==> config.mk <==
export PLATFORM = sky130hd
export DESIGN_NAME = writeback_register_file
export DESIGN_NICKNAME = d
export VERILOG_FILES = /design/src/rtl/writeback_register_file.sv
export SDC_FILE = /design/constraint.sdc
export NUM_CORES = 2
export LEC_CHECK = 0
export ABC_AREA = 1
export CELL_PAD_IN_SITES_DETAIL_PLACEMENT = 2
export CELL_PAD_IN_SITES_GLOBAL_PLACEMENT = 2
export CORE_MARGIN = 2
export CORE_UTILIZATION = 32
export CTS_CLUSTER_DIAMETER = 40
export CTS_CLUSTER_SIZE = 10
export DETAILED_ROUTE_END_ITERATION = 12
export GPL_TIMING_DRIVEN = 1
export MAX_ROUTING_LAYER = met4
export PLACE_DENSITY_LB_ADDON = 0.15
export SLEW_MARGIN = 25
export SYNTH_ARGS = -nofsm -noshare
export SYNTH_HDL_FRONTEND = slang
export SYNTH_SLANG_ARGS = --single-unit
==> constraint.sdc <==
create_clock -name clk -period 38.2 [get_ports clk]
set_input_delay 7.64 -clock clk [delete_from_list [all_inputs] [get_ports clk]]
set_output_delay 7.64 -clock clk [all_outputs]
set_load 0.005 [all_outputs]
==> src/rtl/writeback_register_file.sv <==
// writeback_register_file: 32x32 integer register file written by WB, read by decode with same-cycle WB bypass.
// x0 is hardwired to zero; the debug port shows committed state only.
module writeback_register_file #(
    parameter int DATA_WIDTH = 32,
    parameter int NUM_REGS   = 32,
    parameter int ADDR_WIDTH = 5
) (
    input  logic                  clk,
    input  logic                  reset,
    input  logic [DATA_WIDTH-1:0] wb_data_in,
    input  logic [ADDR_WIDTH-1:0] rd_in,
    input  logic                  is_write_in,
    input  logic [ADDR_WIDTH-1:0] rs1_addr,
    input  logic [ADDR_WIDTH-1:0] rs2_addr,
    output logic [DATA_WIDTH-1:0] rs1_data,
    output logic [DATA_WIDTH-1:0] rs2_data,
    input  logic [ADDR_WIDTH-1:0] dbg_addr,
    output logic [DATA_WIDTH-1:0] dbg_data,
    output logic [15:0]           write_count,
    output logic [ADDR_WIDTH-1:0] last_rd
);
    logic [DATA_WIDTH-1:0] regs [NUM_REGS];
    logic                  commit;

    // Gating with reset also kills the bypass, so reads return the cleared array while reset is high.
    assign commit = is_write_in && (rd_in != '0) && !reset;

    always_ff @(posedge clk or posedge reset) begin
        if (reset) begin
            for (int i = 0; i < NUM_REGS; i++) regs[i] <= '0;
            write_count <= '0;
            last_rd     <= '0;
        end else if (commit) begin
            regs[rd_in] <= wb_data_in;
            write_count <= write_count + 16'd1;
            last_rd     <= rd_in;
        end
    end

    // Entry 0 is never written, so a stored read of x0 is already zero.
    always_comb begin
        rs1_data = (commit && rd_in == rs1_addr) ? wb_data_in : regs[rs1_addr];
        rs2_data = (commit && rd_in == rs2_addr) ? wb_data_in : regs[rs2_addr];
        dbg_data = regs[dbg_addr];
    end
endmodule

## Word level (Yosys, flattened, before mapping)

Index checks and enable logic that the tools add are counted.

- Register bits: 1045
- Input bits: 55

- $add $sub $neg: 1
- Magnitude comparators: 5
- Equal/unequal tests: 2
- Muxes and demuxes: 14
- Bitwise gates (word level): 4
- Reductions and logical operators: 7

Operator list:

| cell | number |
|---|---|
| 1024-bit bitwise mux | 1 |
| 32-bit binary-select mux with 5-bit select | 3 |
| 32-bit 2-to-1 mux | 9 |
| 32-bit demux with 5-bit select | 1 |
| 6-bit greater-or-equal comparator (second input constant) | 4 |
| 5-bit NOT with 6-bit output | 4 |
| 16-bit by 1-bit adder with 16-bit output (second input constant) | 1 |
| 5-bit equality test | 2 |
| 6-bit by 1-bit less-than comparator with 1-bit output (second input constant) | 1 |
| 1-bit logical AND | 5 |
| 5-bit nonzero test | 1 |
| 1-bit zero test | 1 |

## Depth between registers and ports, before layout

- Word-level depth: 6
- Gate-level depth with buffers: 12

## Least setup slack after synthesis

Ideal clock, no wire load.

- Path type: input to output
- Start: input rd_in[2]
- End: output rs2_data[0]
- Arrival time: 8.937 ns
- Setup slack: 21.623 ns
- Stages: 10
- Path buffers: 4
- Cells stage by stage: buf_2 -> nor3_4 -> nand2_1 -> nand2_2 -> buf_4 -> inv_4 -> buf_2 -> buf_1 -> nand3_1 -> nand2_1

- Word-level cells in the longest chain between the ends: 5
- Elaborated cells on any way between the ends: 6
- Those cells by class: 1 x eq/ne; 1 x mux; 4 x reduce/logical

Ends and longest elaborated chain:

| what | line | source |
|---|---|---|
| start, declared | 11 | `input logic [ADDR_WIDTH-1:0] rd_in,` |
| 5-bit nonzero test | 26 | `assign commit = is_write_in && (rd_in != '0) && !reset;` |
| 1-bit logical AND (2 in series) | 26 |  |
| 1-bit logical AND * | 43 | `rs2_data = (commit && rd_in == rs2_addr) ? wb_data_in : regs[rs2_addr];` |
| 32-bit 2-to-1 mux * | 43 |  |
| end, declared | 16 | `output logic [DATA_WIDTH-1:0] rs2_data,` |

Mark *: on every way between the ends. The rest lies on a longest branch, timed or not.

## Worst setup path after layout

- Start: input dbg_addr[0]
- End: output dbg_data[11]

- Word-level cells in the longest chain between the ends: 4

Ends and longest elaborated chain:

| what | line | source |
|---|---|---|
| start, declared | 17 | `input logic [ADDR_WIDTH-1:0] dbg_addr,` |
| 5-bit NOT with 6-bit output (not written as such) | 44 | `dbg_data = regs[dbg_addr];` |
| 32-bit binary-select mux with 5-bit select | 44 |  |
| 32-bit 2-to-1 mux (not written as such) (2 in series) | 44 |  |
| end, declared | 18 | `output logic [DATA_WIDTH-1:0] dbg_data,` |

No other way between the ends. The select of a mux whose other input is x is not followed.

==> run summary <==
total die area - 0.215 mm2
status - finished clean
worst hold margin - 410 ps
layout cell share with drive strength beyond 1 - 6.46%
total of flip-flops plus latches after synthesis - 1,045
total core area - 0.210 mm2
starting density of the core - 32.3%
sequential-to-total area share from yosys stat - 38.6%
TritonCTS clock tree - done
crit end category - primary output
non-filler instance count after layout - 13,300
violation count after the first detailed-route iteration - 7,494
measured slew at the worst slew-check pin - 1140 ps
mean instance size in the synthesized netlist - 6.32 um2
largest net degree at the start of global routing - 169
leak pwr - 35.8 nW
number of hold violations in the final report - 0
yosys synthesis warning count - 0
cell type of the slowest stage on the worst timing path - sky130_fd_sc_hd__buf_4
Layout area overhead - 18.6%
Relative slew margins - 23.9%
sum of negative setup slack - 0 ps
clock sink count - 1,045
family with the most delay on the worst path - buffers and inverters
setup repair after global routing missed its margin - no
power per cell area - 57.9 mW/mm2
Final Net Count - 10,400
maximum vdd ir drop - 0.0000477 V
number of global-route vias before repair - 86,600
combined area of all synthesized cells - 0.0677 mm2
post-synth net total - 10,800
Worst path most repeated cell - sky130_fd_sc_hd__buf_4
number of max-cap violations - 0
post-detailed-routing wire length - 396 mm
data required time of the critical path - 30,560 ps
routability-driven placement congestion ratio - 0.824
time the final worst path needs with I/O delays and setup - 20,500 ps
part of the cycle the worst path needs - 53.7%
die span in y - 464 um
kind of start point of the critical path - primary input
Final Slew Violations - 0
initial antenna violation count - 11
Remaining DRCs - 0
clock input transition at the sequential cells of the worst setup and hold paths - 40 ps
Hold Crit Class - flip-flop to flip-flop
library cells used by synthesis - 30
Wirelength per Cell - 29.7 um
final core area utilization - 38.2%
Post-Syn Instances - 10,700
number of buffers and inverters on the critical path - 6
clk buf depth - 4
post-synth top area share - 38.6%
largest fanout of any net on the critical path - 69
total track usage - 37.1%
Vias - 81,100
clock latency on the worst-skew pair - 920 ps
num ports - 172
maximum clock rate - 48.8 MHz
post-detailed-route count of antenna-violating nets - 0
category of the critical setup timing path - primary input to primary output
number of iterations in the first detailed-routing pass - 6
via/cell ratio - 6.08
max incr delay on CP - 880 ps
number of instances in the placed design - 12,800
number of clock buffers inserted by TritonCTS - 285
wire length of the first global-routing pass - 588 mm
number of core rows - 168
cts repair resizes - 0
root buffer cell - sky130_fd_sc_hd__clkbuf_16
final setup vio count - 0
level count of the clock H-tree - 5
Post-CTS Repair Setup Buffers - 0
Chip Width - 464 um
cell types with the largest area share after synthesis - sky130_fd_sc_hd__dfrtp_1 (39%), sky130_fd_sc_hd__nand2_1 (26%), sky130_fd_sc_hd__nand3_1 (18%), sky130_fd_sc_hd__o21ai_0 (7.6%), sky130_fd_sc_hd__clkbuf_1 (4.0%)
CP Data Arrival Time - 12,860 ps
Clock Skews - 9.08 ps
worst-path cell chain - buf_8, buf_4, buf_4, buf_4, buf_4, nand2_1, nand3_1, nand2_1, a21oi_1, o31ai_1, a21oi_1, clkdlybuf4s50_1
DP Wirelength - 208 mm
count of buffers inserted at the top-level ports - 171
remaining global-route overflow - 0
Hold-fix buffers, CTS - 0
cell taking the most area after synthesis - sky130_fd_sc_hd__dfrtp_1
through the flow:
stage,instance area (um2),setup WS (ps),power [W]
after floorplan,67700,1150,0.00184
after global placement,70400,17850,0.00211
after detailed placement,70500,17800,0.00216
after CTS,80200,17790,0.00466
after global routing,80300,17540,0.00482
final,80300,17700,0.00465
layer usage:
| metal | track usage [%] | vias up | part of all wire, % |
|---|---|---|---|
| met5 | - | - | 0 |
| met4 | 15.7 | 0 | 4.6 |
| met3 | 5.55 | 989 | 7.0 |
| met2 | 58.3 | 3092 | 46 |
| met1 | 47.6 | 42600 | 43 |
| li1 | - | 34400 | - |
final cells by class:
| cell class | instances | area, um2 |
|---|---|---|
| antenna | 5 | 12.5 |
| clock buffer | 369 | 8050 |
| clock inverter | 123 | 1640 |
| fill | 24900 | 130000 |
| inverter | 102 | 470 |
| multi-input combinational | 8577 | 37400 |
| sequential | 1045 | 26200 |
| tap | 2805 | 3510 |
| timing repair buffer | 311 | 3050 |
cells in the final DEF, fill, tap and decap left out, drive strengths merged:
cell,Yosys,routed
o21ai,1079,1079
nand2,4727,4727
clkbuf,740,369
ha,1,1
a21oi,180,180
nor3,15,15
dfrtp,1045,1045
o31ai,30,30
nand3,2402,2402
xnor2,12,12
bufinv,0,36
inv,97,99
clkinv,5,74
nor3b,1,1
clkinvlp,0,16
xor2,13,13
diode,0,5
and2,2,2
nor2,106,106
nand4,5,5
nor4,2,2
nand3b,2,2
buf,253,155
clkdlybuf4s50,0,156
path summary, 6_finish.rpt:
kind,depth (start not counted),slack [ps],start,end
max,12,17700,dbg_addr[0],dbg_data[11]
max in group asynchronous,6,27260,reset,regs[566]
max reg2reg,7,36320,write_count[0],write_count[12]
min reg2reg,0,410,regs[1010],regs[1010]
min,0,410,regs[1010],regs[1010]
min in group asynchronous,2,7270,reset,last_rd[4]
cell families after synthesis:
family,synth area share [%]
and+or+nand+nor,45.0
AOI/OAI and AO/OA,9.64
buffers and inverters,6.44
DFF,38.6
xor gates and xnor gates,0.323
adders and majority gates,0.0185
sequential cells by signal, summed over array words and instances, names as in the netlist:
name and flops:
last_rd 5, regs 1024, write_count 16
worst register-to-register path, delay by kind of cell, from the launching register on:
family | cells | cell delay (ps)
xor+xnor | 1 | 170
buf+inv | 1 | 60
fa+ha+maj | 1 | 200
simple gates | 4 | 910
flops | 1 | 420
where the power goes:
| group | switching [W] | internal (W) | leakage, nW |
|---|---|---|---|
| registers | 0.000171 | 0.00125 | 14.0 |
| clock network | 0.000769 | 0.00171 | 4.76 |
| logic | 0.000507 | 0.000236 | 17.1 |
synth_stat cells, drive strengths merged:
library cell / number
nor3b: 1
xor2: 13
dfrtp: 1045
buf: 253
xnor2: 12
nand3b: 2
inv: 97
nor4: 2
nand3: 2402
o21ai: 1079
and2: 2
nor3: 15
nand4: 5
nor2: 106
ha: 1
a21oi: 180
clkbuf: 740
nand2: 4727
o31ai: 30
clkinv: 5
No activity file was read; power rests on OpenSTA's default activity.
